<file path="src/rtl/bram_stream_reader.sv">
// Read-side sequencer for the simple synchronous dual-port BRAM: issues reads from
// base_addr, hides the one-cycle read latency and streams words out over valid/ready.
module bram_stream_reader #(
    parameter int ADDR_WIDTH = 3,
    parameter int DATA_WIDTH = 8
) (
    input  logic                  clk,
    input  logic                  reset_n,
    input  logic                  start,
    input  logic [ADDR_WIDTH-1:0] base_addr,
    input  logic [ADDR_WIDTH:0]   length,
    output logic                  busy,
    output logic                  done,
    output logic [ADDR_WIDTH-1:0] addr_r,
    input  logic [DATA_WIDTH-1:0] mem_dout,
    output logic [DATA_WIDTH-1:0] m_data,
    output logic                  m_valid,
    input  logic                  m_ready,
    output logic                  m_last
);

    typedef enum logic [1:0] {
        IDLE,
        READ,
        FINISH
    } state_t;

    localparam logic [ADDR_WIDTH-1:0] PTR_ONE = ADDR_WIDTH'(1);
    localparam logic [ADDR_WIDTH:0]   CNT_ONE = (ADDR_WIDTH + 1)'(1);

    state_t                  state, state_nxt;
    logic [ADDR_WIDTH-1:0]   rd_ptr;
    logic [ADDR_WIDTH:0]     len_q;
    logic [ADDR_WIDTH:0]     issued;
    logic [ADDR_WIDTH:0]     delivered;
    logic                    inflight;
    logic [DATA_WIDTH-1:0]   buf_head;
    logic [DATA_WIDTH-1:0]   buf_tail;
    logic [1:0]              buf_count;
    logic                    busy_q;
    logic                    accept_start;
    logic                    pop;
    logic                    issue;
    logic [2:0]              occupancy;

    assign addr_r    = rd_ptr;
    assign m_data    = buf_head;
    assign m_valid   = (buf_count != 2'd0);
    assign m_last    = m_valid & (delivered == (len_q - CNT_ONE));
    assign done      = (state == FINISH);
    assign busy      = busy_q;
    assign pop       = m_valid & m_ready;
    assign occupancy = {1'b0, buf_count} + {2'b00, inflight};

    // Buffered plus in-flight words never exceed two, counting this cycle's pop as freed.
    assign issue = (state == READ) && (issued < len_q) &&
                   (occupancy < (pop ? 3'd3 : 3'd2));

    always_ff @(posedge clk or negedge reset_n) begin
        if (!reset_n) begin
            state <= IDLE;
        end else begin
            state <= state_nxt;
        end
    end

    always_comb begin
        state_nxt    = state;
        accept_start = 1'b0;
        case (state)
            IDLE: begin
                if (start) begin
                    accept_start = 1'b1;
                    state_nxt    = (length == '0) ? FINISH : READ;
                end
            end
            READ: begin
                if (pop && m_last) begin
                    state_nxt = FINISH;
                end
            end
            FINISH:  state_nxt = IDLE;
            default: state_nxt = IDLE;
        endcase
    end

    always_ff @(posedge clk or negedge reset_n) begin
        if (!reset_n) begin
            rd_ptr    <= '0;
            len_q     <= '0;
            issued    <= '0;
            delivered <= '0;
            busy_q    <= 1'b0;
            inflight  <= 1'b0;
        end else begin
            inflight <= issue;
            if (accept_start) begin
                rd_ptr    <= base_addr;
                len_q     <= length;
                issued    <= '0;
                delivered <= '0;
                busy_q    <= 1'b1;
            end else begin
                if (issue) begin
                    rd_ptr <= rd_ptr + PTR_ONE;
                    issued <= issued + CNT_ONE;
                end
                if (pop) begin
                    delivered <= delivered + CNT_ONE;
                end
                if ((state == READ && pop && m_last) || state == FINISH) begin
                    busy_q <= 1'b0;
                end
            end
        end
    end

    // Two-entry FIFO; on simultaneous capture and pop the new word lands behind the survivor.
    always_ff @(posedge clk or negedge reset_n) begin
        if (!reset_n) begin
            buf_head  <= '0;
            buf_tail  <= '0;
            buf_count <= '0;
        end else begin
            case ({inflight, pop})
                2'b10: begin
                    if (buf_count == 2'd0) begin
                        buf_head <= mem_dout;
                    end else begin
                        buf_tail <= mem_dout;
                    end
                    buf_count <= buf_count + 2'd1;
                end
                2'b01: begin
                    buf_head  <= buf_tail;
                    buf_count <= buf_count - 2'd1;
                end
                2'b11: begin
                    if (buf_count == 2'd1) begin
                        buf_head <= mem_dout;
                    end else begin
                        buf_head <= buf_tail;
                        buf_tail <= mem_dout;
                    end
                end
                default: ;
            endcase
        end
    end

endmodule
</file>
<file path="config.mk">
export PLATFORM = sky130hd
export DESIGN_NAME = bram_stream_reader
export DESIGN_NICKNAME = d
export VERILOG_FILES = /design/src/rtl/bram_stream_reader.sv
export SDC_FILE = /design/constraint.sdc
export NUM_CORES = 1
export LEC_CHECK = 0
export ABC_AREA = 0
export BUFFER_PORTS_ARGS = -buffer_cell sky130_fd_sc_hd__buf_2
export CAP_MARGIN = 10
export CELL_PAD_IN_SITES_DETAIL_PLACEMENT = 0
export CELL_PAD_IN_SITES_GLOBAL_PLACEMENT = 1
export CORE_MARGIN = 2
export CORE_UTILIZATION = 43
export DETAILED_ROUTE_END_ITERATION = 16
export HOLD_SLACK_MARGIN = 0.03
export MAX_ROUTING_LAYER = met4
export PLACE_DENSITY_LB_ADDON = 0.1
export SLEW_MARGIN = 20
export SYNTH_ARGS = -nofsm -noshare
export SYNTH_HDL_FRONTEND = slang
export SYNTH_SLANG_ARGS = --single-unit
</file>
<file path="constraint.sdc">
create_clock -name clk -period 2.7 [get_ports clk]
set_input_delay 0.54 -clock clk [delete_from_list [all_inputs] [get_ports clk]]
set_output_delay 0.54 -clock clk [all_outputs]
set_load 0.02 [all_outputs]
</file>
==> out/metrics.csv, run 1 <==
stage;metric;value;unit
run_status;run status;completed;
placement;DP Worst Slack;381;ps
floorplanning;Initial Util;43.8;%
timing;relative max-transition margin;45.5;%
power_and_ir_drop;peak supply drop;521;uV
routing;DRT Wirelength;3560;um
placement;PortBufs;33;
setup_path;reg2reg start;buf_count[0];
floorplanning;die height;70.2;um
setup_path;CP startpoint kind;flop;
power_and_ir_drop;P_sw;0.00123;W
synth;Post-synth EDFFs;0;
synth;top post-synthesis cells by count;37 x dfrtp_1, 21 x nand2_1, 16 x o21ai_0;
routing;via count;1377;
routing;Final ANT Viol Nets;0;
hold_path;worst min-delay path class;input pin to asynchronous set/reset pin;
setup_path;peak fanout along the critical path;4;
final_layout;share of cells above drive strength 1;25.0;%
synth;dominant synthesized flop cell;dfrtp_1;
synth;post-synthesis sequential area ratio;49.2;%
timing;final setup TNS;0;ps
final_layout;area added between synthesis and finish;18.9;%
flow_run;max_cap viols;0;
floorplanning;Die Width;70.2;um
power_and_ir_drop;P_leak;1.08;nW
clocking;hold_buf cts;0;
routing;WL met3;141;um
setup_path;slowest CP cell;dfrtp_1;
placement;routability cong.;0.727;
routing;max layer used;met4;
routing;Initial DRT Pass Iterations;4;
routing;Routed wire per std cell;13.3;um
setup_path;Top delay family on crit path;flip-flops;
routing;Metal-1 WL;1530;um
clocking;total setup buffers inserted after CTS;0;
synth;Seq cells post-synth;37;
synth;share of the synthesized area in the top cell type;49.2;%
synth;most frequent cell after synthesis;dfrtp_1;
routing;# DRC;0;
floorplanning;I/O Pins;34;
grt;initial antenna violation count;0;
setup_path;CP endpoint kind;output port;
synth;share of flip-flops with an asynchronous set or reset;100;%
final_layout;final antenna diode count;0;
clocking;Clock Latency Late Sink;290;ps
setup_path;WP buf/inv;2;
clocking;clock root buffer;clkbuf_8;
power_and_ir_drop;Flop pwr share;33.3;%
synth;post-synthesis cell count;178;
synth;Syn Nets;211;
grt;pin count of the biggest net entering global routing;38;
setup_path;Reg-to-Reg End;buf_tail[4];
timing;worst-margin pin slew;817;ps
placement;Final HPWL DP;2730;um
setup_path;critical path type;flop to output port;
grt;GRT Util Overall;17.0;%
setup_path;R2R Setup Slk;400;ps
power_and_ir_drop;clock share of power;18.4;%
setup_path;cells on worst reg2reg path;8;
timing;clk_skew;5.74;ps
power_and_ir_drop;Net Sw Frac;40.0;%
timing;max frequency;434;MHz
synth;Yosys warning count;0;
grt;vias in the first global route;1435;
clocking;TritonCTS sink count;37;
clocking;TritonCTS clock tree;yes;
timing;RSZ-0062 raised after global routing;false;
routing;DRT iter0 DRCs;42;
power_and_ir_drop;PD cells;1370;mW/mm^2
timing;final hold viol count;0;
power_and_ir_drop;Pint;0.00184;W
synth;ranking of synthesized cells by area;dfrtp_1 49%, ha_1 9.3%, mux2_2 4.8%, o21ai_0 4.3%, nand2_1 4.2%;
power_and_ir_drop;Pwr Total;0.00307;W
timing;Final Cycle Share;85.4;%
setup_path;crit path cell chain;inv_1 -> ha_1 -> xor2_1 -> nand3_1 -> nor3_1 -> buf_2;
timing;# setup viols final;0;
setup_path;WP data arrival;1760;ps
clocking;CTS Buf Count;5;
timing;fin. max-slew vios;0;
synth;Distinct cells, synth;35;
floorplanning;placeable core area;0.00429;sq mm
grt;first-pass GRT wire length;6410;um
timing;Final Critical Period;2300;ps
power_and_ir_drop;Comb pwr share;48.3;%
timing;fin worst setup slack;395;ps
clocking;CTS H-tree lvls;2;
floorplanning;number of core rows;24;
setup_path;max incr delay on CP;420;ps
setup_path;Critical Path RT;2160;ps
clocking;CTS max path bufs;2;
clocking;Clock transition at path regs;80;ps
synth;Synth area leader;dfrtp_1;
routing;DR vias/cell;5.14;
timing;WHS;345;ps
final_layout;FILL cells;405;
routing;met2 wire length;1830;um
synth;Post-Syn Area per Cell;10.6;sq um
synth;synthesized cell area;0.00188;sq mm
grt;total grt overflow;0;
floorplanning;die area;0.00492;sq mm
final_layout;nets@finish;248;
setup_path;Worst Setup SP;len_q[0];
clocking;number of gates resized after CTS;0;
## per-stage QoR
| step | utilization, % | cells | instance area (sq um) |
|---|---|---|---|
| 2_1_floorplan | - | 178 | 1880 |
| 3_3_place_gp | 49.0 | 260 | 2100 |
| 3_5_place_dp | 49.0 | 260 | 2100 |
| 4_1_cts | 52.1 | 268 | 2240 |
| 5_1_grt | 52.1 | 268 | 2240 |
| 6_report | 52.1 | 268 | 2240 |
## worst register-to-register path: stages, from the launching register on
cell and delay (ps):
dfrtp_1 420, inv_1 80, ha_1 220, nand2b_1 240
inv_1 170, ha_1 260, nand2_1 80, o211a_1 340
mux2_2 380
## flip-flops by register name (all words and copies together) (netlist names)
register / count
delivered: 4
inflight: 1
state: 2
busy: 1
buf_tail: 8
len_q: 4
addr_r: 3
issued: 4
m_data: 8
buf_count: 2
## cells by family after synthesis
| logic type | Yosys count | synth area share, % |
|---|---|---|
| and+or+nand+nor | 43 | 10.4 |
| AOI/OAI and AO/OA | 42 | 15.1 |
| DFF | 37 | 49.2 |
| buffers and inverters | 18 | 3.66 |
| xor gates and xnor gates | 14 | 6.52 |
| adders and majority gates | 14 | 9.31 |
| muxes | 10 | 5.85 |
## routing by layer
layer | vias up | GRT usage [%]
li1 | 688 | -
met1 | 646 | 19.0
met2 | 36 | 29.8
met3 | 7 | 3.17
met4 | 0 | 7.05
met5 | - | -
## power groups by stage
| stage | Sequential (W) | Clock (W) | Combinational, W |
|---|---|---|---|
| global placement | 0.00102 | 0 | 0.00146 |
| floorplan | 0.00110 | 0 | 0.00106 |
| finish | 0.00102 | 0.000564 | 0.00148 |
| global route | 0.00106 | 0.000608 | 0.00169 |
| detailed placement | 0.00104 | 0 | 0.00150 |
| CTS | 0.00103 | 0.000580 | 0.00151 |
## how the worst max path moves through the flow
| stage | end | slack [ps] | depth (start not counted) |
|---|---|---|---|
| finish | m_last | 400 | 6 |
| global route | m_data[3] | 150 | 8 |
| CTS | buf_tail[4] | 360 | 8 |
| detailed placement | buf_tail[4] | 380 | 8 |
| global placement | buf_tail[1] | 480 | 8 |
| floorplan | buf_tail[0] | 540 | 8 |
## area by class of cell
| cell class | instances | area, sq um | area share (%) |
|---|---|---|---|
| clock inverters | 3 | 65.1 | 2.91 |
| clock buffers | 5 | 68.8 | 3.08 |
| flip-flops and latches | 37 | 926 | 41.4 |
| inverters | 14 | 52.6 | 2.35 |
| multi-input cells | 123 | 887 | 39.7 |
| repair buffers | 34 | 173 | 7.72 |
| well taps | 52 | 65.1 | 2.91 |
## layout by cell type (no fill, tap or decap), drive strengths merged, types with 2 or more instances in the layout
| cell | n |
|---|---|
| a21oi | 4 |
| nand2 | 21 |
| inv | 14 |
| o211ai | 2 |
| nand2b | 3 |
| buf | 34 |
| nor4 | 2 |
| a22oi | 8 |
| ha | 14 |
| o22ai | 2 |
| clkbuf | 5 |
| mux2i | 2 |
| nor3 | 3 |
| nor2 | 8 |
| xnor2 | 7 |
| o21ai | 19 |
| nand3 | 2 |
| dfrtp | 37 |
| xor2 | 7 |
| bufinv | 2 |
| mux2 | 8 |
Power figures use the tool's default switching activity.
==> run 2, diff against run 1 <==
- CORE_UTILIZATION: 43 -> 38
- clock period: 2.7 -> 1.9 ns (I/O delays scaled with it)
==> run 2 against run 1 <==
  * The flow now finishes with violations (negative setup slack)
  * Clock skew increased by 1.8 ps
  * First-iteration DRC count decreased by 48%
  * Register-to-register slack got worse by 330 ps
  * Clock power increased by 43%
  * Via count increased by 4.6%
  * Non-clock buffer count increased by 16
  * Power increased by 63%
  * Critical path depth unchanged
  * Clock-buffer cell count unchanged
  * Sequential share of layout area decreased by 4.5 points
  * Setup slack got worse by 470 ps
==> out/metrics.csv, run 2 (synthesis gave the netlist of run 1 again) <==
stage;metric;value;unit
routing;DRT Wirelength;3950;um
setup_path;max incr delay on CP;360;ps
final_layout;FILL cells;451;
placement;routability cong.;0.789;
final_layout;nets@finish;264;
final_layout;commonest non-fill, non-tap cells in the layout;37 x dfrtp_1, 32 x buf_2, 20 x nand2_1, 15 x buf_4;
power_and_ir_drop;PD cells;1980;mW/mm^2
final_layout;FF+latch area;926;sq um
floorplanning;Initial Util;39.6;%
timing;relative max-transition margin;64.0;%
timing;worst-margin pin slew;535;ps
setup_path;CP startpoint kind;flop;
timing;final hold viol count;0;
power_and_ir_drop;P_leak;1.16;nW
grt;vias in the first global route;1457;
setup_path;CP endpoint kind;output port;
timing;Final Critical Period;1980;ps
clocking;TritonCTS sink count;37;
clocking;Clock transition at path regs;80;ps
routing;DR vias/cell;4.82;
timing;WHS;28.2;ps
setup_path;critical path type;flop to output port;
floorplanning;placeable core area;0.00475;sq mm
floorplanning;number of core rows;25;
setup_path;Critical Path RT;1520;ps
final_layout;area added between synthesis and finish;33.4;%
routing;Final ANT Viol Nets;0;
routing;Routed wire per std cell;13.2;um
grt;first-pass GRT wire length;6700;um
run_status;run status;finished, violations left;
timing;final setup TNS;-76.6;ps
run_status;failing checks;negative setup slack;
routing;Initial DRT Pass Iterations;4;
clocking;hold_buf cts;0;
floorplanning;die height;74.4;um
timing;# setup viols final;1;
clocking;CTS max path bufs;2;
placement;PortBufs;33;
clocking;CTS H-tree lvls;2;
final_layout;commonest non-fill, non-tap cell in the layout;dfrtp_1;
routing;# DRC;0;
final_layout;Multi-input gate area;1000;sq um
routing;via count;1441;
setup_path;WP buf/inv;2;
clocking;Clock Latency Late Sink;290;ps
setup_path;peak fanout along the critical path;3;
final_layout;share of cells above drive strength 1;39.2;%
setup_path;WP data arrival;1600;ps
setup_path;crit path cell chain;inv_2 -> ha_4 -> xor2_1 -> nand3_1 -> nor3_2 -> buf_4;
timing;max frequency;506;MHz
flow_run;max_cap viols;0;
timing;fin. max-slew vios;0;
floorplanning;Die Width;74.4;um
timing;Final Cycle Share;104;%
floorplanning;die area;0.00553;sq mm
setup_path;Top delay family on crit path;flip-flops;
hold_path;worst min-delay path class;input pin to asynchronous set/reset pin;
clocking;CTS Buf Count;5;
timing;clk_skew;7.50;ps
routing;DRT iter0 DRCs;22;
clocking;clock root buffer;clkbuf_8;
grt;pin count of the biggest net entering global routing;21;
floorplanning;I/O Pins;34;
grt;initial antenna violation count;0;
clocking;TritonCTS clock tree;yes;
placement;Final HPWL DP;2850;um
final_layout;final antenna diode count;0;
timing;fin worst setup slack;-76.6;ps
placement;DP Worst Slack;-95.0;ps
grt;total grt overflow;0;
setup_path;slowest CP cell;dfrtp_1;
grt;GRT Util Overall;16.5;%
power_and_ir_drop;peak supply drop;754;uV
timing;RSZ-0062 raised after global routing;true;
-- run 2: worst paths after layout --
path,start,endpoint,slack (ps),depth (start not counted)
setup / recovery,len_q[1],m_last,-80,6
hold reg to reg,m_data[7],m_data[7],480,2
max in group asynchronous,reset_n,len_q[0],1400,2
min in group clk,base_addr[0],addr_r[0],300,3
hold / removal,reset_n,buf_tail[2],30,1
setup reg to reg,len_q[1],issued[3],70,7
-- run 2: where the power goes --
| group | total [W] | leakage, nW | internal (W) | switching [W] |
|---|---|---|---|---|
| Sequential | 0.00145 | 0.454 | 0.00117 | 0.000279 |
| Combinational | 0.00272 | 0.640 | 0.00133 | 0.00139 |
| Clock | 0.000806 | 0.0681 | 0.000522 | 0.000284 |
-- run 2: layout make-up --
| class | instances | area share [%] |
|---|---|---|
| repair buffers | 50 | 12.6 |
| flip-flops and latches | 37 | 36.9 |
| clock buffers | 5 | 2.74 |
| well taps | 67 | 3.34 |
| clock inverters | 3 | 2.59 |
| inverters | 14 | 2.09 |
| multi-input cells | 123 | 39.8 |
-- run 2: what timing repair did --
| action | in CTS | in global routing |
|---|---|---|
| gates resized for setup | 8 | 26 |
| setup buffers | 1 | 3 |
| endpoints found under the setup margin | 11 | 22 |
| pin swaps | 3 | 9 |
-- run 2: metal layers --
metal,up-vias,part of all wire [%],global-route usage [%]
met5,-,0,-
met4,0,1.4,5.95
met2,32,50,27.0
met3,5,4.2,3.66
li1,725,-,-
met1,679,44,20.0
-- run 2: metrics by stage --
step | utilization (%) | instances | total power, W | instance area, sq um
2_1_floorplan | - | 178 | 0.00310 | 1900
3_3_place_gp | 47.0 | 287 | 0.00374 | 2230
3_5_place_dp | 47.0 | 287 | 0.00380 | 2230
4_1_cts | 50.5 | 296 | 0.00472 | 2400
5_1_grt | 52.8 | 299 | 0.00546 | 2510
6_report | 52.8 | 299 | 0.00498 | 2510
-- run 2: worst reg2reg max path: stages (launching register included) --
cell and delay (ps):
dfrtp_1 390, inv_2 100, buf_4 130, ha_4 200
a211oi_4 300, o211ai_4 130, or3_1 360, a21oi_1 150
